File: config.mk
export PLATFORM = sky130hd
export DESIGN_NAME = divmod_recompose
export DESIGN_NICKNAME = d
export VERILOG_FILES = /design/src/rtl/divmod_recompose.sv
export SDC_FILE = /design/constraint.sdc
export NUM_CORES = 1
export LEC_CHECK = 0
export ABC_AREA = 1
export CORE_AREA = 4 4 212 214
export CTS_BUF_LIST = sky130_fd_sc_hd__clkbuf_8
export CTS_CLUSTER_DIAMETER = 200
export CTS_CLUSTER_SIZE = 16
export DETAILED_ROUTE_END_ITERATION = 6
export DIE_AREA = 0 0 216 218
export HOLD_SLACK_MARGIN = 0.12
export PLACE_DENSITY = 0.5
export SLEW_MARGIN = 10
export SYNTH_ARGS = -nofsm -noshare
export SYNTH_HDL_FRONTEND = slang
export SYNTH_SLANG_ARGS = --single-unit
File: constraint.sdc
create_clock -name clk -period 3.4 [get_ports clk]
set_clock_uncertainty 0.15 [all_clocks]
set_input_delay 0.85 -clock clk [delete_from_list [all_inputs] [get_ports clk]]
set_output_delay 0.85 -clock clk [all_outputs]
set_load 0.01 [all_outputs]
File: src/rtl/divmod_recompose.sv
// Rebuilds a dividend from a (quotient, remainder) pair as q*DIVISOR + r using a
// serial shift-and-add multiplier. Define DIVMOD_RECOMPOSE_EARLY_TERM_EN to stop once q is exhausted.
module divmod_recompose #(
    parameter int               WIDTH   = 32,
    parameter logic [WIDTH-1:0] DIVISOR = WIDTH'(1234101)
) (
    input  logic             clk,
    input  logic             rst_n,
    input  logic             in_valid,
    output logic             in_ready,
    input  logic [WIDTH-1:0] q_in,
    input  logic [WIDTH-1:0] r_in,
    output logic             out_valid,
    input  logic             out_ready,
    output logic [WIDTH-1:0] a_out,
    output logic             ovf,
    output logic             rem_err
);

    localparam int AW = 2 * WIDTH + 1;
    localparam int CW = $clog2(WIDTH + 1);
    localparam logic [AW-1:0] DIV_EXT = AW'(DIVISOR);

    typedef enum logic [1:0] {
        S_IDLE = 2'd0,
        S_CALC = 2'd1,
        S_DONE = 2'd2
    } state_t;

    state_t           state_q;
    logic [WIDTH-1:0] q_sr_q;
    logic [WIDTH-1:0] q_sr_d;
    logic [AW-1:0]    acc_q;
    logic [AW-1:0]    acc_d;
    logic [AW-1:0]    add_term_s;
    logic [CW-1:0]    cnt_q;
    logic [CW-1:0]    cnt_d;
    logic             last_calc_s;
    logic             in_ready_q;
    logic             out_valid_q;
    logic [WIDTH-1:0] a_out_q;
    logic             ovf_q;
    logic             rem_err_q;

    assign in_ready  = in_ready_q;
    assign out_valid = out_valid_q;
    assign a_out     = a_out_q;
    assign ovf       = ovf_q;
    assign rem_err   = rem_err_q;

    // One multiplier step: conditional add of the shifted divisor, then shift q and bump the counter.
    always_comb begin
        add_term_s = '0;
        if (q_sr_q[0]) begin
            add_term_s = DIV_EXT << cnt_q;
        end else begin
            add_term_s = '0;
        end
        acc_d  = acc_q + add_term_s;
        q_sr_d = q_sr_q >> 1;
        cnt_d  = cnt_q + CW'(1);
`ifdef DIVMOD_RECOMPOSE_EARLY_TERM_EN
        // Post-shift check: the bit consumed this cycle has already been added.
        last_calc_s = (cnt_q == CW'(WIDTH - 1)) || (q_sr_d == '0);
`else
        last_calc_s = (cnt_q == CW'(WIDTH - 1));
`endif
    end

    // Control FSM with registered handshake and result outputs.
    always_ff @(posedge clk) begin
        if (!rst_n) begin
            state_q     <= S_IDLE;
            q_sr_q      <= '0;
            acc_q       <= '0;
            cnt_q       <= '0;
            in_ready_q  <= 1'b1;
            out_valid_q <= 1'b0;
            a_out_q     <= '0;
            ovf_q       <= 1'b0;
            rem_err_q   <= 1'b0;
        end else begin
            case (state_q)
                S_IDLE: begin
                    if (in_valid && in_ready_q) begin
                        q_sr_q     <= q_in;
                        acc_q      <= AW'(r_in);
                        cnt_q      <= '0;
                        rem_err_q  <= (r_in >= DIVISOR);
                        in_ready_q <= 1'b0;
                        state_q    <= S_CALC;
                    end
                end
                S_CALC: begin
                    acc_q  <= acc_d;
                    q_sr_q <= q_sr_d;
                    cnt_q  <= cnt_d;
                    if (last_calc_s) begin
                        a_out_q     <= acc_d[WIDTH-1:0];
                        ovf_q       <= |acc_d[AW-1:WIDTH];
                        out_valid_q <= 1'b1;
                        state_q     <= S_DONE;
                    end
                end
                S_DONE: begin
                    if (out_ready) begin
                        out_valid_q <= 1'b0;
                        in_ready_q  <= 1'b1;
                        ovf_q       <= 1'b0;
                        rem_err_q   <= 1'b0;
                        state_q     <= S_IDLE;
                    end
                end
                default: begin
                    state_q     <= S_IDLE;
                    in_ready_q  <= 1'b1;
                    out_valid_q <= 1'b0;
                    ovf_q       <= 1'b0;
                    rem_err_q   <= 1'b0;
                end
            endcase
        end
    end

endmodule
==> metrics.yaml, run 1 <==
pwr:
  power_frac_comb_pct: 30.4
  ir_drop_mv: 0.173
  p_leak_nw: 10.8
  power_mw: 4.77
  pwr-share-clk_pct: 31.6
  power_density_nw_per_um2: 212
  p_seq_share_pct: 38.0
  p_sw_share_pct: 35.6
  p_switching_mw: 1.70
  p_int_mw: 3.07
place:
  io_buffer_count: 103
  place_area_sq_um: 17700
  dp_hpwl_um: 49200
  place_ws_ns: -1.22
  gp_congestion: 0.993
clock_tree:
  clk_pin_slew_ns: 0.10
  clock_path_buffers: 2
  insertion_delay_ns: 0.52
  clock_sinks: 141
  htree_levels: 4
  cts_tree: "yes"
  cts_buffers: 17
  cts_root_buf: "clkbuf_8"
floorplanning:
  coreArea_sq_um: 42900
  die_h_um: 218
  die_area_sq_um: 47100
  die_x_um: 216
  top_level_ports: 104
  row_count: 76
  start_util_pct: 29.8
setup_path:
  crit_fanout: 4
  crit_path_top_delay_cell: "dfxtp_4"
  cp.required_ns: 3.65
  crit_top_cell: "nand2_2"
  cp.arrival_ns: 4.28
  end_kind: "register"
  r2r_start: "cnt_q[1]"
  critPathLaunchType: "register"
  path_class: "register to register"
  cp_slowest_stage_delay_ns: 0.40
  critPathLaunch: "cnt_q[1]"
sta:
  worst_slack_ns: -0.631
  max-slew-margin-rel_pct: 60.6
  min_period_ns: 4.03
  fmax_mhz: 248
  rsz0062_at_grt: "true"
  setup_viol: 58
  holdWs_ns: 0.318
  period_share_pct: 119
  tightestPinTransition_ns: 0.591
  drv_slew: 0
  hold_viol_final: 0
synth:
  synth_top_area_cell: "nand2_1"
  synth_top_cells_by_count: "nand2_1, inv_1, a21oi_1, nor2_1, dfxtp_1"
  synth-main-ff-cell: "dfxtp_1"
  yosysUniqueCellTypes: 44
  async_flop_share_pct: 0
  ys_warn_count: 0
  synthTopCellsByArea: "nand2_1, dfxtp_1, inv_1"
  syn-num-nets: 2439
  syn_inst: 2299
  synth_top_area_share_pct: 26.3
  synth_area_sq_um: 12800
  synth-edff-count: 0
  synth_seq_cells: 141
  yosysSeqAreaShare_pct: 22.1
  syn_avg_cell_area_sq_um: 5.55
  synth_most_common_cell: "nand2_1"
cells_and_area:
  drive_above_1_share_pct: 43.5
  fillers: 4246
  area_growth_pct: 76.1
  final_area_sq_um: 22500
  multi_input_area_sq_um: 11800
  regArea_sq_um: 2830
  fin_nets: 3007
  diodes: 0
grt:
  grt_pass1_vias: 16495
  grt_max_degree: 99
  overflow: 0
  grt_use_total_pct: 26.3
  grt_first_pass_wirelength_um: 95600
  antenna_found_initial: 0
flow_run:
  maxCapViolations: 0
routing:
  firstDrtPassIters: 5
  dr.first_iter.drc_count: 1061
  drc: 0
  antenna_left: 0
  drt-wirelength-per-cell_um: 18.2
  via_per_inst: 4.80
  wirelength_um: 63200
  via_count: 16649
hold_path:
  hp-start: "a_out[15]"
  hold_path_class: "register to register"
status:
  violations: "negative setup slack"
  status: "complete, but fails checks"
repair_timing:
item / in CTS / in global routing
hold buffers: 0 / 0
gates resized for setup: 602 / 342
buffers inserted: 54 / 30
pin swaps: 186 / 124
endpoints found under the setup margin: 84 / 82
state kept, by name, indices dropped and copies added, names as in the netlist, 2 cells and up:
| register | flops |
|---|---|
| state_q | 2 |
| q_sr_q | 32 |
| cnt_q | 6 |
| acc_q | 65 |
| a_out | 32 |
critical path, delay by kind of cell, from the launching register on:
| family | cells | cell delay, ns |
|---|---|---|
| adder cells (fa/ha/maj) | 2 | 0.53 |
| AO/OA/AOI/OAI | 5 | 0.56 |
| flip-flops | 1 | 0.40 |
| AND/OR/NAND/NOR | 17 | 1.60 |
| buffers and inverters | 6 | 0.66 |
routing by layer:
| layer | up-vias | share of wire, % | track usage, % |
|---|---|---|---|
| met4 | 0 | 3.5 | 9.49 |
| met2 | 420 | 47 | 44.5 |
| met1 | 7816 | 45 | 34.5 |
| met3 | 94 | 4.6 | 3.14 |
| li1 | 8319 | - | - |
| met5 | - | 0 | 0 |
final cells by class:
class                           count  area share [%]
Sequential cell                   141            12.6
Multi-Input combinational cell   1712            52.5
Clock inverter                     14           0.707
Tap cell                          585            3.26
Timing Repair Buffer              617            23.4
Inverter                          378            6.45
Clock buffer                       18            1.10
placed cells by master (no fill, tap or decap), drive strengths merged, types with 15 or more instances in the layout:
cell type      Yosys  layout
nor2             191     191
a31oi             27      27
o21ai             88      88
xor2              28      28
ha                71      71
a22oi             18      18
nand2            918     918
nand3             96      96
nand4             15      15
dfxtp            141     141
nor3              24      24
inv              377     381
nand3b            16      16
clkdlybuf4s50      0     103
a21oi            180     180
buf               14     514
clkbuf            54      18
power groups by stage:
| stage | clock network [mW] | registers, mW | logic, mW |
|---|---|---|---|
| after floorplan | 0 | 1.81 | 0.516 |
| after global placement | 0 | 1.82 | 1.06 |
| after detailed placement | 0 | 1.82 | 1.07 |
| after CTS | 1.56 | 1.80 | 1.28 |
| after global routing | 1.60 | 1.82 | 1.55 |
| final | 1.51 | 1.81 | 1.45 |
final timing paths:
check / endpoint / slack [ns] / cells past startpoint
min reg2reg: a_out[15] / 0.32 / 2
max reg2reg: ovf / -0.63 / 30
min: a_out[15] / 0.32 / 2
max: ovf / -0.63 / 30
through the flow:
stage               TNS (ns)  std cells  util [%]
finish                -11.38       3465      52.4
global route          -22.32       3465      52.4
CTS                    -7.58       3442      48.8
detailed placement    -42.05       3362      41.3
global placement      -43.27       3362      41.3
floorplan                  0       2299         -
cell families (layout without fill, tap and decap cells):
group | Yosys count | after routing | share of synthesized area [%]
XOR/XNOR | 30 | 30 | 2.06
AND/OR/NAND/NOR | 1277 | 1277 | 41.5
adder cells (fa/ha/maj) | 72 | 72 | 7.12
AO/OA/AOI/OAI | 333 | 333 | 14.1
buffers and inverters | 446 | 1027 | 13.2
flip-flops | 141 | 141 | 22.1
Note: power is estimated with default switching activity, not from simulation.
==> inputs of run 2 (changes only) <==
--- a/config.mk
+++ b/config.mk
@@ -9,7 +9,7 @@
 export CORE_AREA = 4 4 212 214
 export CTS_BUF_LIST = sky130_fd_sc_hd__clkbuf_8
 export CTS_CLUSTER_DIAMETER = 200
-export CTS_CLUSTER_SIZE = 16
+export CTS_CLUSTER_SIZE = 20
 export DETAILED_ROUTE_END_ITERATION = 6
 export DIE_AREA = 0 0 216 218
 export HOLD_SLACK_MARGIN = 0.12
==> constraint.sdc (replaced) <==
create_clock -name clk -period 3.4 [get_ports clk]
set_clock_uncertainty 0.15 [all_clocks]
set_input_delay 0.85 -clock clk [delete_from_list [all_inputs] [get_ports clk]]
set_output_delay 0.85 -clock clk [all_outputs]
set_load 0.02 [all_outputs]
==> results of run 2 <==
Same layout as run 1 (identical final DEF). Status: complete, but fails checks: negative setup slack.
